**config.mk**
```make
export PLATFORM = sky130hd
export DESIGN_NAME = sdram_aref_flat
export DESIGN_NICKNAME = d
export VERILOG_FILES = /design/src/rtl/sdram_aref_if.sv /design/src/rtl/sdram_aref.sv /design/src/flat_wrapper.sv
export SDC_FILE = /design/constraint.sdc
export NUM_CORES = 1
export LEC_CHECK = 0
export BUFFER_PORTS_ARGS = -buffer_cell sky130_fd_sc_hd__buf_2
export CAP_MARGIN = 40
export CORE_ASPECT_RATIO = 1.25
export CORE_MARGIN = 5
export CORE_UTILIZATION = 54
export CTS_CLUSTER_DIAMETER = 120
export CTS_CLUSTER_SIZE = 10
export DETAILED_ROUTE_END_ITERATION = 10
export GPL_TIMING_DRIVEN = 0
export PLACE_DENSITY = 0.78
export SETUP_SLACK_MARGIN = 0.3
export SLEW_MARGIN = 20
export SYNTH_ARGS = -nofsm -noshare
export SYNTH_HDL_FRONTEND = slang
export SYNTH_SLANG_ARGS = --single-unit
export TNS_END_PERCENT = 100
```
**constraint.sdc**
```tcl
create_clock -name sclk -period 2.52 [get_ports sclk]
set_input_delay 0 -clock sclk [delete_from_list [all_inputs] [get_ports sclk]]
set_output_delay 0 -clock sclk [all_outputs]
set_load 0.02 [all_outputs]
```
**src/rtl/sdram_aref_if.sv**
```systemverilog
// Arbiter-side bus of the SDRAM auto-refresh sequencer.
// The arbiter (master) drives the grant.
// The refresh sequencer (slave) drives the request, the end flag and the command bus.
interface sdram_aref_if;
   logic        ref_en;
   logic        ref_req;
   logic        flag_ref_end;
   logic [3:0]  aref_cmd;
   logic [11:0] aref_addr;

   modport master (
      output ref_en,
      input  ref_req,
      input  flag_ref_end,
      input  aref_cmd,
      input  aref_addr
   );

   modport slave (
      input  ref_en,
      output ref_req,
      output flag_ref_end,
      output aref_cmd,
      output aref_addr
   );
endinterface

```
**src/rtl/sdram_aref.sv**
```systemverilog
// SDRAM auto-refresh scheduler and command sequencer.
// After initialisation completes, a free-running interval counter produces one tick
// every CNT_REF cycles. Each tick adds one owed refresh, saturating at MAX_PEND.
// Whenever refreshes are owed and the sequencer is idle, a request is raised to the
// arbiter. Each grant runs exactly one PRECHARGE-ALL / AUTO-REFRESH sequence.
module sdram_aref #(
   parameter int CNT_REF  = 750,
   parameter int TRP_CYC  = 2,
   parameter int TRC_CYC  = 7,
   parameter int MAX_PEND = 8
) (
   input  logic             sclk,
   input  logic             s_rst,
   input  logic             flag_init_end,
   sdram_aref_if.slave      bus,
   output logic [3:0]       ref_pend,
   output logic             ref_overrun
);

   localparam int CNT_W    = (CNT_REF > 1) ? $clog2(CNT_REF) : 1;
   localparam int WAIT_MAX = (TRP_CYC > TRC_CYC) ? TRP_CYC : TRC_CYC;
   localparam int WAIT_W   = (WAIT_MAX > 1) ? $clog2(WAIT_MAX) : 1;

   localparam logic [CNT_W-1:0]  CNT_LAST = CNT_W'(CNT_REF - 1);
   localparam logic [WAIT_W-1:0] RP_LAST  = WAIT_W'(TRP_CYC - 1);
   localparam logic [WAIT_W-1:0] RC_LAST  = WAIT_W'(TRC_CYC - 1);
   localparam logic [3:0]        PEND_MAX = 4'(MAX_PEND);

   localparam logic [3:0]  CMD_NOP  = 4'b0111;
   localparam logic [3:0]  CMD_PRE  = 4'b0010;
   localparam logic [3:0]  CMD_AREF = 4'b0001;
   localparam logic [11:0] ADDR_ALL = 12'h400;

   typedef enum logic [2:0] {
      ST_IDLE,
      ST_PRE,
      ST_WAIT_RP,
      ST_AREF,
      ST_WAIT_RC,
      ST_DONE
   } state_t;

   state_t              state_reg;
   logic                init_done_reg;
   logic [CNT_W-1:0]    intv_cnt_reg;
   logic [3:0]          pend_reg;
   logic [3:0]          pend_next;
   logic                overrun_reg;
   logic [WAIT_W-1:0]   wait_cnt_reg;
   logic [3:0]          cmd_reg;
   logic [11:0]         addr_reg;
   logic                flag_end_reg;

   logic                tick;
   logic                at_max;
   logic                req_int;
   logic                grant;

   // The counter only advances once init has been seen.
   // Its wrap edge is the refresh tick.
   assign tick    = init_done_reg && (intv_cnt_reg == CNT_LAST);
   assign at_max  = (pend_reg == PEND_MAX);
   assign req_int = (state_reg == ST_IDLE) && (pend_reg != 4'd0);
   assign grant   = req_int && bus.ref_en;

   // Sticky init-complete latch and refresh interval counter
   always_ff @(posedge sclk) begin
      if (s_rst) begin
         init_done_reg <= 1'b0;
         intv_cnt_reg  <= '0;
      end else begin
         if (flag_init_end)
            init_done_reg <= 1'b1;
         if (!init_done_reg || tick)
            intv_cnt_reg <= '0;
         else
            intv_cnt_reg <= intv_cnt_reg + 1'b1;
      end
   end

   // Owed-refresh arithmetic.
   // Saturation is judged on the current count, before the DONE decrement, so a
   // coincident tick and decrement cancel out.
   always_comb begin
      pend_next = pend_reg;
      if (tick && !at_max)
         pend_next = pend_next + 4'd1;
      if (state_reg == ST_DONE)
         pend_next = pend_next - 4'd1;
   end

   // Owed-refresh counter and sticky overrun flag
   always_ff @(posedge sclk) begin
      if (s_rst) begin
         pend_reg    <= 4'd0;
         overrun_reg <= 1'b0;
      end else begin
         pend_reg <= pend_next;
         if (tick && at_max)
            overrun_reg <= 1'b1;
      end
   end

   // Refresh command sequencer with registered command, address and end flag
   always_ff @(posedge sclk) begin
      if (s_rst) begin
         state_reg    <= ST_IDLE;
         wait_cnt_reg <= '0;
         cmd_reg      <= CMD_NOP;
         addr_reg     <= '0;
         flag_end_reg <= 1'b0;
      end else begin
         cmd_reg      <= CMD_NOP;
         addr_reg     <= '0;
         flag_end_reg <= 1'b0;
         case (state_reg)
            ST_IDLE: begin
               if (grant) begin
                  state_reg <= ST_PRE;
                  cmd_reg   <= CMD_PRE;
                  addr_reg  <= ADDR_ALL;
               end
            end
            ST_PRE: begin
               state_reg    <= ST_WAIT_RP;
               wait_cnt_reg <= '0;
            end
            ST_WAIT_RP: begin
               if (wait_cnt_reg == RP_LAST) begin
                  state_reg <= ST_AREF;
                  cmd_reg   <= CMD_AREF;
               end else begin
                  wait_cnt_reg <= wait_cnt_reg + 1'b1;
               end
            end
            ST_AREF: begin
               state_reg    <= ST_WAIT_RC;
               wait_cnt_reg <= '0;
            end
            ST_WAIT_RC: begin
               if (wait_cnt_reg == RC_LAST) begin
                  state_reg    <= ST_DONE;
                  flag_end_reg <= 1'b1;
               end else begin
                  wait_cnt_reg <= wait_cnt_reg + 1'b1;
               end
            end
            ST_DONE: begin
               state_reg <= ST_IDLE;
            end
            default: begin
               state_reg <= ST_IDLE;
            end
         endcase
      end
   end

   assign bus.ref_req      = req_int;
   assign bus.flag_ref_end = flag_end_reg;
   assign bus.aref_cmd     = cmd_reg;
   assign bus.aref_addr    = addr_reg;
   assign ref_pend         = pend_reg;
   assign ref_overrun      = overrun_reg;

endmodule

```
**src/flat_wrapper.sv**
```systemverilog
// flat-port wrapper written by rule: the top's interface ports become plain ports
module sdram_aref_flat 
#(
   parameter int CNT_REF  = 750,
   parameter int TRP_CYC  = 2,
   parameter int TRC_CYC  = 7,
   parameter int MAX_PEND = 8
)
  (sclk, s_rst, flag_init_end, ref_pend, ref_overrun, bus_ref_en, bus_ref_req, bus_flag_ref_end, bus_aref_cmd, bus_aref_addr);
  sdram_aref_if bus_i ();
  input  logic sclk;
  input  logic s_rst;
  input  logic flag_init_end;
  output logic [3:0] ref_pend;
  output logic ref_overrun;
  input wire logic [$bits(bus_i.ref_en)-1:0] bus_ref_en;
  output wire logic [$bits(bus_i.ref_req)-1:0] bus_ref_req;
  output wire logic [$bits(bus_i.flag_ref_end)-1:0] bus_flag_ref_end;
  output wire logic [$bits(bus_i.aref_cmd)-1:0] bus_aref_cmd;
  output wire logic [$bits(bus_i.aref_addr)-1:0] bus_aref_addr;
  assign bus_i.ref_en = bus_ref_en;
  assign bus_ref_req = bus_i.ref_req;
  assign bus_flag_ref_end = bus_i.flag_ref_end;
  assign bus_aref_cmd = bus_i.aref_cmd;
  assign bus_aref_addr = bus_i.aref_addr;
  sdram_aref #(.CNT_REF(CNT_REF), .TRP_CYC(TRP_CYC), .TRC_CYC(TRC_CYC), .MAX_PEND(MAX_PEND)) u_core (.sclk(sclk), .s_rst(s_rst), .flag_init_end(flag_init_end), .bus(bus_i), .ref_pend(ref_pend), .ref_overrun(ref_overrun));
endmodule
```
* Word-level counts from Yosys, hierarchy flattened
Index checks and enable logic that the tools add are counted.
** Storage, ports and cells
- Word-level logic and storage cells :: 60
- Input bits :: 4
- Bits in registers :: 39
** Operators by class
- Equal/unequal tests :: 14
- Reductions and logical operators :: 17
- Add/sub/neg operators :: 4
- Mux-type cells :: 14
- Bitwise logic cells :: 2
** Operator list (number)
- two-way mux 3 bit :: 7
- one-hot mux 3 bit (5 select lines) :: 1
- two-way mux 11 bit :: 1
- adder 10 x 1 -> 10 bit, second input constant :: 1
- equality test 10 bit, second input constant :: 1
- equality test 3 bit, second input constant :: 3
- one-hot mux 3 bit (3 select lines) :: 1
- two-way mux 4 bit :: 2
- one-hot mux 4 bit (2 select lines) :: 1
- OR reduction 2 bit :: 4
- equality test 3 x 1 -> 1 bit, second input constant :: 2
- equality test 3 x 2 -> 1 bit, second input constant :: 2
- inequality test 2 x 1 -> 1 bit, second input constant :: 3
- AND reduction 3 bit :: 2
- logical AND 1 bit :: 5
- adder 4 x 1 -> 4 bit, second input constant :: 1
- equality test 4 bit, second input constant :: 1
- inequality test 2 bit, second input constant :: 2
- nonzero test 4 bit :: 1
- subtractor 4 x 1 -> 4 bit, second input constant :: 1
- adder 3 x 1 -> 3 bit, second input constant :: 1
- zero test 3 bit :: 1
- nonzero test 3 bit :: 1
- zero test 1 bit :: 2
- 3 further kinds :: 4

* Logic depth before layout (Yosys ltp)
- Depth in word-level cells :: 6
- Gate-level depth with buffers :: 9
- Gate-level depth less buffers :: 9

* Least setup slack after synthesis
No wires, ideal clock.
- Path type :: reg2reg
- Start point :: register u_core.pend_reg[0], in the netlist u_core.ref_pend[0]
- End point :: register u_core.cmd_reg[2], in the netlist u_core.bus.aref_cmd[2]
- Cell stages (with the launch flop) :: 7
- Path slack :: 0.140 ns
- Period minus slack after synthesis :: 2.380 ns
- Arrival time :: 2.256 ns
- Cell sequence :: dfxtp_1 > inv_1 > ha_1 > nor3b_1 > nor4_1 > nand2_1 > a2111o_1
** Between the ends
- Word-level cells in the longest chain between the ends :: 5
** Ends and longest elaborated chain
- start: declaration :: line sdram_aref.sv:46 : logic [3:0] pend_reg;
- start signal: assignment :: line sdram_aref.sv:98 : pend_reg <= pend_next;
- nonzero test 4 bit :: line sdram_aref.sv:63 : assign req_int = (state_reg == ST_IDLE) && (pend_reg != 4'd0);
- logical AND 1 bit :: line sdram_aref.sv:63
- net bus_ref_req :: line flat_wrapper.sv:17 : output wire logic [$bits(bus_i.ref_req)-1:0] bus_ref_req;
- logical AND 1 bit :: line sdram_aref.sv:64 : assign grant = req_int && bus.ref_en;
- two-way mux 3 bit :: line sdram_aref.sv:118 : if (grant) begin
- one-hot mux 4 bit (2 select lines) :: line sdram_aref.sv:116 : case (state_reg)
- end signal: assignment :: line sdram_aref.sv:113 : cmd_reg <= CMD_NOP;
- end signal: assignment :: line sdram_aref.sv:120 : cmd_reg <= CMD_PRE;
- end signal: assignment :: line sdram_aref.sv:131 : cmd_reg <= CMD_AREF;
- end: declaration :: line sdram_aref.sv:50 : logic [3:0] cmd_reg;
The timed path passes the listed nets, and every way through them passes these cells.
A chain may end at the register's enable or synchronous reset.

* Worst setup path after layout
- Start point :: register u_core.pend_reg[1], in the netlist u_core.ref_pend[1]
- End point :: register u_core.pend_reg[2], in the netlist u_core.ref_pend[2]
** Between the ends
- Word-level cells in the longest chain between the ends :: 6
** Ends and longest elaborated chain
- branches (longest 3 deep; another with adder 4 x 1 -> 4 bit)
- two-way mux 4 bit (*) :: line sdram_aref.sv:86 : if (tick && !at_max)
- subtractor 4 x 1 -> 4 bit :: line sdram_aref.sv:89 : pend_next = pend_next - 4'd1;
- two-way mux 4 bit (*) :: line sdram_aref.sv:88 : if (state_reg == ST_DONE)
Every way passes the cells marked *.

==> results.ini <==
[route]
viasPerCell = 5.00
drc = 0
routed_wl_um = 2710
ant_nets = 0
via_count = 1145
dr.pass1.iters = 4
drtIter0Drc = 24
wl_per_cell_um = 11.8

[synth]
synth_ff_type = dfxtp_1
syn_inst = 160
synth_area_per_cell_um2 = 8.86
async_flop_share_pct = 0
yosys_warnings = 0
ys_seq_elements = 27
synth_seq_area_share_pct = 38.1
synth.distinct_cells = 35
synth_area_um2 = 1420
synth_edf_count = 0

[worst_setup_path]
endpoint_kind = flop
required_ns = 2.79
cp-start-kind = flop
cp_max_fo = 6
ff2ff_setup_slack_ns = 0.29
crit_arrival_ns = 2.50
crit_slowest_cell = dfxtp_4
crit_type = reg2reg
r2r-end = u_core.ref_pend[2]
cpPeakStageDelay_ns = 0.41
critical_path.cell_chain = inv_4 -> ha_4 -> and3b_2 -> nor4_4 -> mux2i_1 -> ha_2 -> inv_2 -> or3_4 -> a21oi_2
rr_worst_depth = 9
timing.rr.start = u_core.ref_pend[1]

[placed_design]
post_dp_cell_area_um2 = 1580
gp_congestion = 0.799
dpl_worst_slack_ns = 0.266
post-dp-hpwl_um = 2000
portBuffers = 14
dpl.cell_count = 218

[power]
ir_drop_v = 0.000304
p_leak_nw = 0.678
power.density_nw_per_um2 = 390
finalPower_mw = 0.664

[timing]
clock_skew_ns = 0.00149
final.setup.tns_ns = 0
finalHoldViolCount = 0
worstMarginPinSlew_ns = 0.531
max_slew_margin_pct = 64.6
max_freq_mhz = 448
hold_slack_ns = 0.418
fin_crit_sh_pct = 88.6
drv_slew = 0
min_period_ns = 2.23
fin_ws_ns = 0.288
setup_viol = 0
grt_setup_unrepaired = true

[final_layout]
final_nets = 209
final_cell_mix = 24 x dfxtp_1, 18 x nor2_1, 16 x buf_4
finalNonFillerCells = 229
diodes = 0
final_common_cell = dfxtp_1
final_util_pct = 68.6
drive_gt1_share_pct = 26.5
largest_reg_flops = 10
syn_to_final_growth_pct = 19.9
final_cell_area_um2 = 1700

[run_status]
status = completed

[global_routing]
grt_pass1_vias = 1080
grt_max_degree = 16
grt_pass1_wl_um = 4540
grt-ovfl-total = 0
antenna_found_initial = 0
grt_use_total_pct = 15.1

[die]
io_pins = 27
dieArea_um2 = 3760
fp.dieH_um = 67.3
floorplan.initialDensity_pct = 57.2
num_rows = 20
core_um2 = 2480
dieWidth_um = 55.8

[cts]
cts_sinks = 27
numCtsBuffers = 3
clk_path_buf_depth = 2
clk_pin_slew_worst_paths_ns = 0.14
cts_tree = built
h-tree-depth = 1
cts-root-buf = clkbuf_4
insertion_delay_ns = 0.32

[min_path]
holdCritPathClass = in2reg
min_delay_path_depth = 4
hp-start = flag_init_end
holdPathEnd = u_core.init_done_reg

[job]
cap_viol_max_count = 0

[area by class of cell]
class / instances / area, um2
buffer: 16 / 114
clock buffer: 3 / 22.5
clock inverter: 1 / 5.00
fill: 202 / 777
inverter: 11 / 43.8
multi-input combinational: 117 / 795
sequential: 27 / 549
tap: 33 / 41.3
timing repair buffer: 21 / 130
[critical path, delay by kind of cell (launching register included)]
kind,cells,cell delay [ns]
AOI/OAI and AO/OA,1,0.13
adders and majority gates,2,0.36
buffers and inverters,2,0.07
DFF,1,0.41
muxes,1,0.29
and+or+nand+nor,3,0.91
[Yosys cell counts, types with 2 or more instances]
master | count | area, um2
nor3_1 | 6 | 30.0
nand2_1 | 8 | 30.0
nor2b_1 | 4 | 25.0
clkbuf_1 | 2 | 7.51
mux2i_1 | 2 | 20.0
dfxtp_1 | 27 | 541
a21oi_1 | 7 | 35.0
xor2_1 | 5 | 43.8
buf_4 | 12 | 90.1
nand3_1 | 8 | 40.0
nand2b_1 | 2 | 12.5
a211oi_1 | 3 | 22.5
nand3b_1 | 2 | 15.0
nor4_1 | 4 | 25.0
inv_1 | 11 | 41.3
ha_1 | 8 | 100
or3_1 | 6 | 37.5
nor2_1 | 18 | 67.6
xnor2_1 | 6 | 52.6
nand4_1 | 2 | 12.5
o21ai_0 | 3 | 15.0
[per-layer routing]
metal  global-route usage [%]  routed length, um  vias to the layer above
li1                         -                  -                      588
met1                     17.0               1140                      530
met2                     28.0               1400                       23
met3                     2.87                135                        4
met4                     6.82                 31                        0
met5                        0                  0                        -
[report_power, final]
group	leakage [nW]	internal, mW	switching [mW]
clock	0.0177	0.0595	0.123
sequential	0.220	0.427	0.00362
combinational	0.440	0.0208	0.0292
[worst max-delay path by stage]
stage,start,end,cells past startpoint
global placement,u_core.ref_pend[0],u_core.ref_pend[2],9
CTS,u_core.intv_cnt_reg[1],u_core.ref_pend[2],9
global route,u_core.ref_pend[1],u_core.ref_pend[2],9
floorplan,u_core.ref_pend[0],u_core.ref_pend[2],9
finish,u_core.ref_pend[1],u_core.ref_pend[2],9
detailed placement,u_core.ref_pend[0],u_core.ref_pend[2],9
[kinds of logic (layout without fill, tap and decap cells)]
group                      Yosys count  count (layout)  synth area share [%]
muxes                                3               3                  2.21
DFF                                 27              27                  38.1
and+or+nand+nor                     66              66                  27.1
other                                1              12                 0.265
AOI/OAI and AO/OA                   17              17                  7.50
xor gates and xnor gates            11              11                  6.80
buffers and inverters               27              52                  10.9
adders and majority gates            8               8                  7.06
[repair_timing]
action | in CTS | in global routing
buffers inserted | 1 | 3
pin swaps | 1 | 4
endpoints found under the setup margin | 1 | 2
hold buffers | 3 | 0
gates resized for setup | 1 | 12
hold endpoints to repair | 8 | 0
Note: power is estimated with default switching activity, not from simulation.
